**config.mk**
```make
export PLATFORM = sky130hd
export DESIGN_NAME = sign_overlay_renderer_flat
export DESIGN_NICKNAME = d
export VERILOG_FILES = /design/src/rtl/sign_overlay_renderer_if.sv /design/src/rtl/sign_overlay_renderer.sv /design/src/flat_wrapper.sv
export SDC_FILE = /design/constraint.sdc
export NUM_CORES = 1
export LEC_CHECK = 0
export ABC_AREA = 1
export BUFFER_PORTS_ARGS = -buffer_cell sky130_fd_sc_hd__buf_2
export CORE_UTILIZATION = 44
export CTS_CLUSTER_SIZE = 16
export DETAILED_ROUTE_END_ITERATION = 10
export GPL_TIMING_DRIVEN = 1
export HOLD_SLACK_MARGIN = 0.02
export PLACE_DENSITY = 0.65
export SLEW_MARGIN = 20
export SYNTH_ARGS = -nofsm -noshare
export SYNTH_HDL_FRONTEND = slang
export SYNTH_SLANG_ARGS = --single-unit
```
**constraint.sdc**
```tcl
create_clock -name clk -period 3.85 [get_ports clk]
set_input_delay 0.77 -clock clk [delete_from_list [all_inputs] [get_ports clk]]
set_output_delay 0.77 -clock clk [all_outputs]
set_load 0.01 [all_outputs]
```
**src/rtl/sign_overlay_renderer_if.sv**
```systemverilog
// rtl/sign_overlay_renderer_if.sv - pixel request/result stream and bitmap ROM port bundle
interface sign_overlay_renderer_if #(
  parameter int COORD_WIDTH = 10,
  parameter int ADDR_WIDTH  = 17
);
  logic                   pix_valid_in;
  logic [COORD_WIDTH-1:0] pix_x;
  logic [COORD_WIDTH-1:0] pix_y;
  logic [15:0]            pix_in;
  logic [ADDR_WIDTH-1:0]  rom_addr;
  logic                   rom_data;
  logic                   pix_valid_out;
  logic [15:0]            pix_out;

  modport master (
    output pix_valid_in, pix_x, pix_y, pix_in, rom_data,
    input  rom_addr, pix_valid_out, pix_out
  );

  modport slave (
    input  pix_valid_in, pix_x, pix_y, pix_in, rom_data,
    output rom_addr, pix_valid_out, pix_out
  );
endinterface

```
**src/rtl/sign_overlay_renderer.sv**
```systemverilog
// rtl/sign_overlay_renderer.sv - 4-stage sign bitmap compositor over an RGB565 pixel stream
module sign_overlay_renderer #(
  parameter int ADDR_WIDTH  = 17,
  parameter int COORD_WIDTH = 10,
  parameter int IMG_W       = 320,
  parameter int IMG_H       = 240
) (
  input  logic                   clk,
  input  logic                   rst,
  input  logic                   frame_start,
  input  logic [COORD_WIDTH-1:0] cfg_x0,
  input  logic [COORD_WIDTH-1:0] cfg_y0,
  input  logic [15:0]            cfg_fg,
  input  logic [15:0]            cfg_bg,
  input  logic                   cfg_transparent,
  input  logic                   cfg_enable,
  sign_overlay_renderer_if.slave bus
);
  localparam int CW1 = COORD_WIDTH + 1;

  logic [COORD_WIDTH-1:0] x0_q, y0_q;
  logic [15:0]            fg_q, bg_q;
  logic                   tr_q, en_q;

  logic                   s1_valid, s1_inside;
  logic [15:0]            s1_pix;
  logic [COORD_WIDTH-1:0] s1_rx, s1_ry;
  logic                   s2_valid, s2_inside;
  logic [15:0]            s2_pix;
  logic                   s3_valid, s3_inside;
  logic [15:0]            s3_pix;

  logic [ADDR_WIDTH-1:0]  rom_addr_q;
  logic                   valid_out_q;
  logic [15:0]            pix_out_q;

  // A request arriving with frame_start already sees the new window
  logic [COORD_WIDTH-1:0] eff_x0, eff_y0;
  logic                   eff_en;
  logic [CW1-1:0]         px, py, x_lo, y_lo, x_hi, y_hi;
  logic                   inside_c;
  logic [ADDR_WIDTH-1:0]  addr_c;

  always_comb begin
    eff_x0   = frame_start ? cfg_x0 : x0_q;
    eff_y0   = frame_start ? cfg_y0 : y0_q;
    eff_en   = frame_start ? cfg_enable : en_q;
    px       = {1'b0, bus.pix_x};
    py       = {1'b0, bus.pix_y};
    x_lo     = {1'b0, eff_x0};
    y_lo     = {1'b0, eff_y0};
    // one extra bit so a window hanging off the right/bottom edge does not wrap
    x_hi     = x_lo + CW1'(IMG_W);
    y_hi     = y_lo + CW1'(IMG_H);
    inside_c = eff_en && (px >= x_lo) && (px < x_hi) && (py >= y_lo) && (py < y_hi);
    addr_c   = ADDR_WIDTH'(s1_ry) * ADDR_WIDTH'(IMG_W) + ADDR_WIDTH'(s1_rx);
  end

  always_ff @(posedge clk) begin
    if (rst) begin
      x0_q        <= '0;
      y0_q        <= '0;
      fg_q        <= '0;
      bg_q        <= '0;
      tr_q        <= 1'b0;
      en_q        <= 1'b0;
      s1_valid    <= 1'b0;
      s1_inside   <= 1'b0;
      s1_pix      <= '0;
      s1_rx       <= '0;
      s1_ry       <= '0;
      s2_valid    <= 1'b0;
      s2_inside   <= 1'b0;
      s2_pix      <= '0;
      s3_valid    <= 1'b0;
      s3_inside   <= 1'b0;
      s3_pix      <= '0;
      rom_addr_q  <= '0;
      valid_out_q <= 1'b0;
      pix_out_q   <= '0;
    end else begin
      if (frame_start) begin
        x0_q <= cfg_x0;
        y0_q <= cfg_y0;
        fg_q <= cfg_fg;
        bg_q <= cfg_bg;
        tr_q <= cfg_transparent;
        en_q <= cfg_enable;
      end

      s1_valid  <= bus.pix_valid_in;
      s1_pix    <= bus.pix_in;
      s1_inside <= inside_c;
      s1_rx     <= bus.pix_x - eff_x0;
      s1_ry     <= bus.pix_y - eff_y0;

      s2_valid  <= s1_valid;
      s2_inside <= s1_inside;
      s2_pix    <= s1_pix;
      if (s1_valid)
        rom_addr_q <= s1_inside ? addr_c : '0;

      // ROM answers for the S2 address during this stage
      s3_valid  <= s2_valid;
      s3_inside <= s2_inside;
      s3_pix    <= s2_pix;

      valid_out_q <= s3_valid;
      if (s3_valid) begin
        if (!s3_inside)
          pix_out_q <= s3_pix;
        else if (bus.rom_data)
          pix_out_q <= fg_q;
        else if (tr_q)
          pix_out_q <= s3_pix;
        else
          pix_out_q <= bg_q;
      end
    end
  end

  assign bus.rom_addr      = rom_addr_q;
  assign bus.pix_valid_out = valid_out_q;
  assign bus.pix_out       = pix_out_q;
endmodule

```
**src/flat_wrapper.sv**
```systemverilog
// flat-port wrapper written by rule: the top's interface ports become plain ports
module sign_overlay_renderer_flat 
#(
  parameter int ADDR_WIDTH  = 17,
  parameter int COORD_WIDTH = 10,
  parameter int IMG_W       = 320,
  parameter int IMG_H       = 240
)
  (clk, rst, frame_start, cfg_x0, cfg_y0, cfg_fg, cfg_bg, cfg_transparent, cfg_enable, bus_pix_valid_in, bus_pix_x, bus_pix_y, bus_pix_in, bus_rom_data, bus_rom_addr, bus_pix_valid_out, bus_pix_out);
  sign_overlay_renderer_if #(.COORD_WIDTH(COORD_WIDTH), .ADDR_WIDTH(ADDR_WIDTH)) bus_i ();
  input  logic clk;
  input  logic rst;
  input  logic frame_start;
  input  logic [COORD_WIDTH-1:0] cfg_x0;
  input  logic [COORD_WIDTH-1:0] cfg_y0;
  input  logic [15:0] cfg_fg;
  input  logic [15:0] cfg_bg;
  input  logic cfg_transparent;
  input  logic cfg_enable;
  input wire logic [$bits(bus_i.pix_valid_in)-1:0] bus_pix_valid_in;
  input wire logic [$bits(bus_i.pix_x)-1:0] bus_pix_x;
  input wire logic [$bits(bus_i.pix_y)-1:0] bus_pix_y;
  input wire logic [$bits(bus_i.pix_in)-1:0] bus_pix_in;
  input wire logic [$bits(bus_i.rom_data)-1:0] bus_rom_data;
  output wire logic [$bits(bus_i.rom_addr)-1:0] bus_rom_addr;
  output wire logic [$bits(bus_i.pix_valid_out)-1:0] bus_pix_valid_out;
  output wire logic [$bits(bus_i.pix_out)-1:0] bus_pix_out;
  assign bus_i.pix_valid_in = bus_pix_valid_in;
  assign bus_i.pix_x = bus_pix_x;
  assign bus_i.pix_y = bus_pix_y;
  assign bus_i.pix_in = bus_pix_in;
  assign bus_i.rom_data = bus_rom_data;
  assign bus_rom_addr = bus_i.rom_addr;
  assign bus_pix_valid_out = bus_i.pix_valid_out;
  assign bus_pix_out = bus_i.pix_out;
  sign_overlay_renderer #(.ADDR_WIDTH(ADDR_WIDTH), .COORD_WIDTH(COORD_WIDTH), .IMG_W(IMG_W), .IMG_H(IMG_H)) u_core (.clk(clk), .rst(rst), .frame_start(frame_start), .cfg_x0(cfg_x0), .cfg_y0(cfg_y0), .cfg_fg(cfg_fg), .cfg_bg(cfg_bg), .cfg_transparent(cfg_transparent), .cfg_enable(cfg_enable), .bus(bus_i));
endmodule
```
==> impl_metrics.yaml, run 1 <==
run_status:
  run_status: "complete, no violations"
route:
  vias: 6382
  wirelength_microns: 17250
  dr.pass1.iters: 5
  antenna_left: 0
  drtIter0Drc: 364
  drc: 0
  vias_per_cell: 4.809
  drt-wirelength-per-cell_microns: 13.00
logic_synthesis:
  netlist_instances: 981
  async_reset_ff_frac: 0
  syn_area_sq_mm: 0.007531
  synth-seq-cells: 162
  ys.flop_type: "dfxtp_1"
  synth-warning-count: 0
  synth_fp_nets: 1131
  synth.yosys.seq_area_share: 0.4306
  synth_edf_count: 0
  syn_area_per_cell_sq_um: 7.677
  ys_types: 44
sta:
  holdWs_ps: 400.9
  skew_ps: 8.970
  relSlewSlack: 0.3158
  fin_crit_ps: 2903
  finalCritPeriodShare: 0.7540
  tns_ps: 0
  rsz0062_at_grt: "no"
  setup_violations: 0
  slew_viol_final: 0
  max_freq_ghz: 0.3445
  tightest_slew_ps: 1025
  hold_violations: 0
finish:
  drive_above_1_share: 0.1707
  nFillCells: 1625
  fin_cells: 1327
  area_growth_pct: 18.64
  final_nets: 1244
  antennaDiodeCount: 0
  fin_util: 0.5369
grt:
  grt_max_degree: 101
  grt_pass1_wl_microns: 28680
  grt_pass1_vias: 5736
  antenna_found_initial: 0
  grt-ovfl-total: 0
  grt_use_total: 0.2053
setup_path:
  worstPathCellList: "buf_2, inv_4, or2_2, o21ai_0, inv_1, ha_1, inv_1, xor2_1, ha_1, a21o_1, nand3_1, nand2_1, nor2_1, nand2_1, nor3_1, nand2_1, nor2_1"
  cp-start-kind: "input port"
  worstRegToRegCells: 11
  end_kind: "register"
  worstPathMaxFanout: 30
  crit_start: "frame_start"
  r2r-end: "u_core.bus.rom_addr[16]$_SDFFE_PP0P_"
  rrSetupSlack_ps: 1350
  cp_slowest_cell: "or2_2"
  r2r_start: "u_core.s1_ry[1]$_SDFF_PP0_"
  endpoint: "u_core.s1_inside$_SDFF_PP0_"
  cp.arrival_ps: 3260
  crit_path_max_incr_delay_ps: 310
  crit_top_cell: "nand2_1"
  crit_type: "input port to register"
  critical_path_required_ps: 4210
power:
  cellLeakagePower_nw: 4.237
  p_per_area_mw_per_mm2: 474.7
  vdd_drop_max_uv: 297.8
  finalPower_mw: 4.241
floorplanning:
  initial_core_util: 0.4525
  core_area_sq_mm: 0.01664
  io_pins: 129
  rows: 47
  fp.dieW_microns: 132.8
  fp.dieH_microns: 132.8
  die_area_sq_mm: 0.01764
worst_hold_path:
  worst_hold_startpoint: "u_core.s1_pix[15]$_SDFF_PP0_"
  hp-class: "register to register"
clock_tree:
  clkTransAtPathRegs_ps: 70
  root_buffer: "clkbuf_16"
  numCtsBuffers: 17
  cts_tree: "done"
  htree_levels: 4
  cts_sinks: 162
  holdBufCountCts: 0
  clockBufferDepth: 2
  post_cts_buffers: 0
  cts-resized-gates: 0
  clock_latency_ps: 430
job:
  max-cap-violations: 0
placement:
  place_inst: 1295
  place_hpwl_microns: 12620
  gp_congestion: 0.8377
  port_buffers: 128
-- sequential cells by signal (all words and copies together) (netlist names) --
signal,count
u_core.bus.rom_addr,17
u_core.bg_q,16
u_core.bus.pix_out,16
u_core.fg_q,16
u_core.s1_pix,16
u_core.s2_pix,16
u_core.s3_pix,16
u_core.s1_rx,10
u_core.s1_ry,10
u_core.x0_q,10
u_core.y0_q,10
u_core.bus.pix_valid_out,1
u_core.en_q,1
u_core.s1_inside,1
u_core.s1_valid,1
u_core.s2_inside,1
u_core.s2_valid,1
u_core.s3_inside,1
u_core.s3_valid,1
u_core.tr_q,1
-- Yosys cell counts, types with 2 or more instances --
master / number / share of area
buf_1: 2 / 0.0010
xnor2_1: 3 / 0.0035
o21ai_2: 3 / 0.0035
xor2_2: 2 / 0.0043
a21oi_1: 123 / 0.082
clkbuf_1: 33 / 0.016
a21boi_0: 2 / 0.0020
nand3b_1: 3 / 0.0030
o211ai_1: 15 / 0.015
ha_1: 51 / 0.085
dfxtp_1: 162 / 0.43
nor3_1: 3 / 0.0020
o21bai_1: 5 / 0.0050
a21o_1: 2 / 0.0020
nor2_1: 114 / 0.057
buf_2: 2 / 0.0013
fa_1: 4 / 0.011
a31oi_1: 2 / 0.0017
or2_1: 2 / 0.0017
mux2i_2: 3 / 0.0055
inv_1: 130 / 0.065
clkinv_1: 3 / 0.0015
nand3_1: 21 / 0.014
nand2_1: 147 / 0.073
mux2i_1: 8 / 0.011
inv_2: 2 / 0.0010
nand4_1: 11 / 0.0091
nand2_2: 4 / 0.0033
or2_2: 3 / 0.0025
o21a_1: 3 / 0.0030
nor2_2: 3 / 0.0025
xor2_1: 7 / 0.0081
nand3_2: 2 / 0.0027
o21ai_0: 91 / 0.060
-- worst min path at each step --
stage / end / slack [ps] / depth (start not counted)
finish: u_core.s2_pix[15]$_SDFF_PP0_ / 400 / 2
global route: u_core.s3_valid$_SDFF_PP0_ / 410 / 2
floorplan: u_core.s2_pix[0]$_SDFF_PP0_ / 390 / 2
global placement: u_core.s2_pix[5]$_SDFF_PP0_ / 390 / 2
detailed placement: u_core.s3_pix[11]$_SDFF_PP0_ / 390 / 2
CTS: u_core.s2_pix[15]$_SDFF_PP0_ / 400 / 2
-- stage by stage --
step,cell area (sq um),setup WS (ps)
floorplan,7531,1028
global placement,8319,607.5
detailed placement,8319,493.1
CTS,8935,960.6
global route,8935,705.7
finish,8935,947.2
-- power by group --
group | internal [mW] | switching [mW]
registers | 1.77 | 0.0427
logic | 0.285 | 0.458
clock network | 0.882 | 0.803
total | 2.94 | 1.30
-- metal layers --
metal | vias up | track usage | part of all wire
met5 | - | 0 | 0
li1 | 3422 | - | -
met1 | 2777 | 0.3003 | 0.52
met2 | 162 | 0.2944 | 0.42
met4 | 0 | 0.08429 | 0.017
met3 | 21 | 0.03716 | 0.045
-- layout make-up --
type	instances	area, sq um	share of cell area
clock buffer	17	425.4	0.04761
clock inverter	15	190.2	0.02129
inverter	136	513.0	0.05741
multi-input combinational	644	3607	0.4037
sequential	162	3243	0.3630
tap	220	275.3	0.03081
timing repair buffer	133	680.7	0.07618
-- cells by family (layout without fill, tap and decap cells) --
kind of cell / after synthesis / in the layout / share of synthesized area
compound gates: 251 / 251 / 0.1791
xor+xnor: 12 / 12 / 0.01595
fa+ha+maj: 55 / 55 / 0.09536
buf+inv: 175 / 301 / 0.09038
flops: 162 / 162 / 0.4306
mux: 11 / 11 / 0.01612
simple gates: 315 / 315 / 0.1725
-- cell usage in the layout, fill, tap and decap left out, drive strengths merged, types with 2 or more instances in the layout --
cell    instances
dfxtp         162
nand2         151
inv           139
buf           133
a21oi         124
nor2          117
o21ai          95
ha             51
nand3          23
clkbuf         17
o211ai         15
nand4          11
mux2i          11
clkinv         11
xor2            9
o21bai          5
or2             5
fa              4
xnor2           3
nand3b          3
o21a            3
nor3            3
a21boi          3
a31oi           2
a21o            2
-- critical path, delay by kind of cell --
family,cells,cell delay [ps]
and+or+nand+nor,8,840
adders and majority gates,2,470
buffers and inverters,4,680
AOI/OAI and AO/OA,2,330
xor gates and xnor gates,1,160
Note: power is estimated with default switching activity, not from simulation.
==> inputs of run 2 (changes only) <==
Clock period 3.85 ns to 2.7 ns, I/O delays scaled along.
==> impl_metrics.yaml, run 2 (synthesis gave the netlist of run 1 again) <==
run_status:
  run_status: "complete, no violations"
route:
  vias: 6454
  wirelength_microns: 17360
  vias_per_cell: 4.806
  antenna_left: 0
  dr.pass1.iters: 5
  highest_layer: "met4"
  drc: 0
  met3_length_microns: 755
  met2_length_microns: 7023
  met1Wirelength_microns: 9140
  drtIter0Drc: 430
  drt-wirelength-per-cell_microns: 12.92
setup_path:
  crit_path_max_incr_delay_ps: 460
  critical_path_required_ps: 2980
  worstPathMaxFanout: 4
  cp.arrival_ps: 2810
  crit_type: "register to register"
  worstPathCellList: "ha_1, ha_1, fa_1, xor2_2, nand3_2, nor2_2, nand2_1, nor2_2, nand3_1, nand3_1, a21oi_1"
  cp-start-kind: "register"
  cp_slowest_cell: "fa_1"
  rrSetupSlack_ps: 170
  r2r_start: "u_core.s1_ry[1]$_SDFF_PP0_"
  end_kind: "register"
  crit_start: "u_core.s1_ry[1]$_SDFF_PP0_"
  r2r-end: "u_core.bus.rom_addr[16]$_SDFFE_PP0P_"
  worstRegToRegCells: 11
clock_tree:
  clkTransAtPathRegs_ps: 70
  numCtsBuffers: 17
  root_buffer: "clkbuf_16"
  holdBufCountCts: 0
  cts-resized-gates: 0
  htree_levels: 4
  post_cts_buffers: 0
  clockBufferDepth: 2
  cts_tree: "done"
  clock_latency_ps: 430
  cts_sinks: 162
worst_hold_path:
  hp-class: "input port to register"
  worst_hold_startpoint: "bus_pix_in[4]"
  whs_path_depth: 3
  whs_endpoint: "u_core.s1_pix[4]$_SDFF_PP0_"
grt:
  grt_use_total: 0.2027
  grt-ovfl-total: 0
  antenna_found_initial: 0
  grt_max_degree: 76
  grt_pass1_wl_microns: 28330
  grt_pass1_vias: 5711
sta:
  slew_viol_final: 0
  relSlewSlack: 0.4895
  fin_crit_ps: 2530
  finalCritPeriodShare: 0.9369
  setup_violations: 0
  hold_violations: 0
  tightest_slew_ps: 765.8
  max_freq_ghz: 0.3953
  tns_ps: 0
  rsz0062_at_grt: "no"
  holdWs_ps: 308.9
  skew_ps: 9.152
floorplanning:
  fp.dieW_microns: 132.8
  core_area_sq_mm: 0.01664
  rows: 47
  die_area_sq_mm: 0.01764
  fp.dieH_microns: 132.8
  initial_core_util: 0.4525
  io_pins: 129
power:
  finalPower_mw: 5.951
  cellLeakagePower_nw: 4.304
  p_per_area_mw_per_mm2: 659.2
  vdd_drop_max_uv: 524.8
finish:
  layout_common_cells: "dfxtp_1 (162), nand2_1 (147), inv_1 (130), buf_2 (127), a21oi_1 (123)"
  antennaDiodeCount: 0
  drive_above_1_share: 0.1825
  largest_register_ffs: 17
  mostFrequentLayoutCell: "dfxtp_1"
  final_nets: 1261
  area_growth_pct: 19.87
placement:
  place_hpwl_microns: 12770
  port_buffers: 128
  gp_congestion: 0.8275
job:
  max-cap-violations: 0
==> run 2: changes by cell type in the layout (fill, tap and decap cells not counted) <==
cell / change
clkinv_2: +2
buf_12: +2
inv_6: -2
clkinvlp_4: +1
inv_8: +1
clkinv_4: +3
clkinv_8: -6
buf_4: +15
==> run 2: critical path, delay by kind of cell, from the launching register on <==
kind	cells	cell delay [ps]
xor gates and xnor gates	1	270
AOI/OAI and AO/OA	1	80
DFF	1	420
adders and majority gates	3	980
and+or+nand+nor	6	650
==> run 2: worst max path at each step <==
stage / end / slack (ps) / cells after the start
global placement: u_core.s1_inside$_SDFF_PP0_ / 90 / 17
CTS: u_core.bus.rom_addr[16]$_SDFFE_PP0P_ / 160 / 11
finish: u_core.bus.rom_addr[16]$_SDFFE_PP0P_ / 170 / 11
global route: u_core.bus.rom_addr[16]$_SDFFE_PP0P_ / 6 / 11
floorplan: u_core.s1_ry[8]$_SDFF_PP0_ / 110 / 14
detailed placement: u_core.s1_rx[7]$_SDFF_PP0_ / 30 / 12
==> run 2: routing by layer <==
| layer | vias to the layer above | track usage |
|---|---|---|
| li1 | 3448 | - |
| met1 | 2810 | 0.2981 |
| met2 | 166 | 0.2845 |
| met3 | 30 | 0.03908 |
| met4 | 0 | 0.08876 |
| met5 | - | 0 |
==> run 2: where the power goes <==
| group | internal, mW | switching [mW] | leakage (nW) |
|---|---|---|---|
| registers | 2.53 | 0.0516 | 1.33 |
| clock network | 1.21 | 1.05 | 0.270 |
| logic | 0.439 | 0.680 | 2.70 |
| total | 4.17 | 1.78 | 4.30 |
==> run 2: metrics by stage <==
step | instance area [sq um] | cells | worst slack, ps | util
6_report | 9027 | 1343 | 170.5 | 0.5424
5_1_grt | 9027 | 1343 | 5.570 | 0.5424
4_1_cts | 9027 | 1343 | 156.5 | 0.5424
3_5_place_dp | 8472 | 1312 | 30.98 | 0.5091
3_3_place_gp | 8472 | 1312 | 91.26 | 0.5091
2_1_floorplan | 7531 | 981 | 107.9 | -
==> run 2: cell type report <==
class | count | area [sq um]
inverter | 136 | 513.0
multi-input combinational | 644 | 3607
clock inverter | 14 | 130.1
fill | 1609 | 7615
sequential | 162 | 3243
timing repair buffer | 150 | 833.3
tap | 220 | 275.3
clock buffer | 17 | 425.4
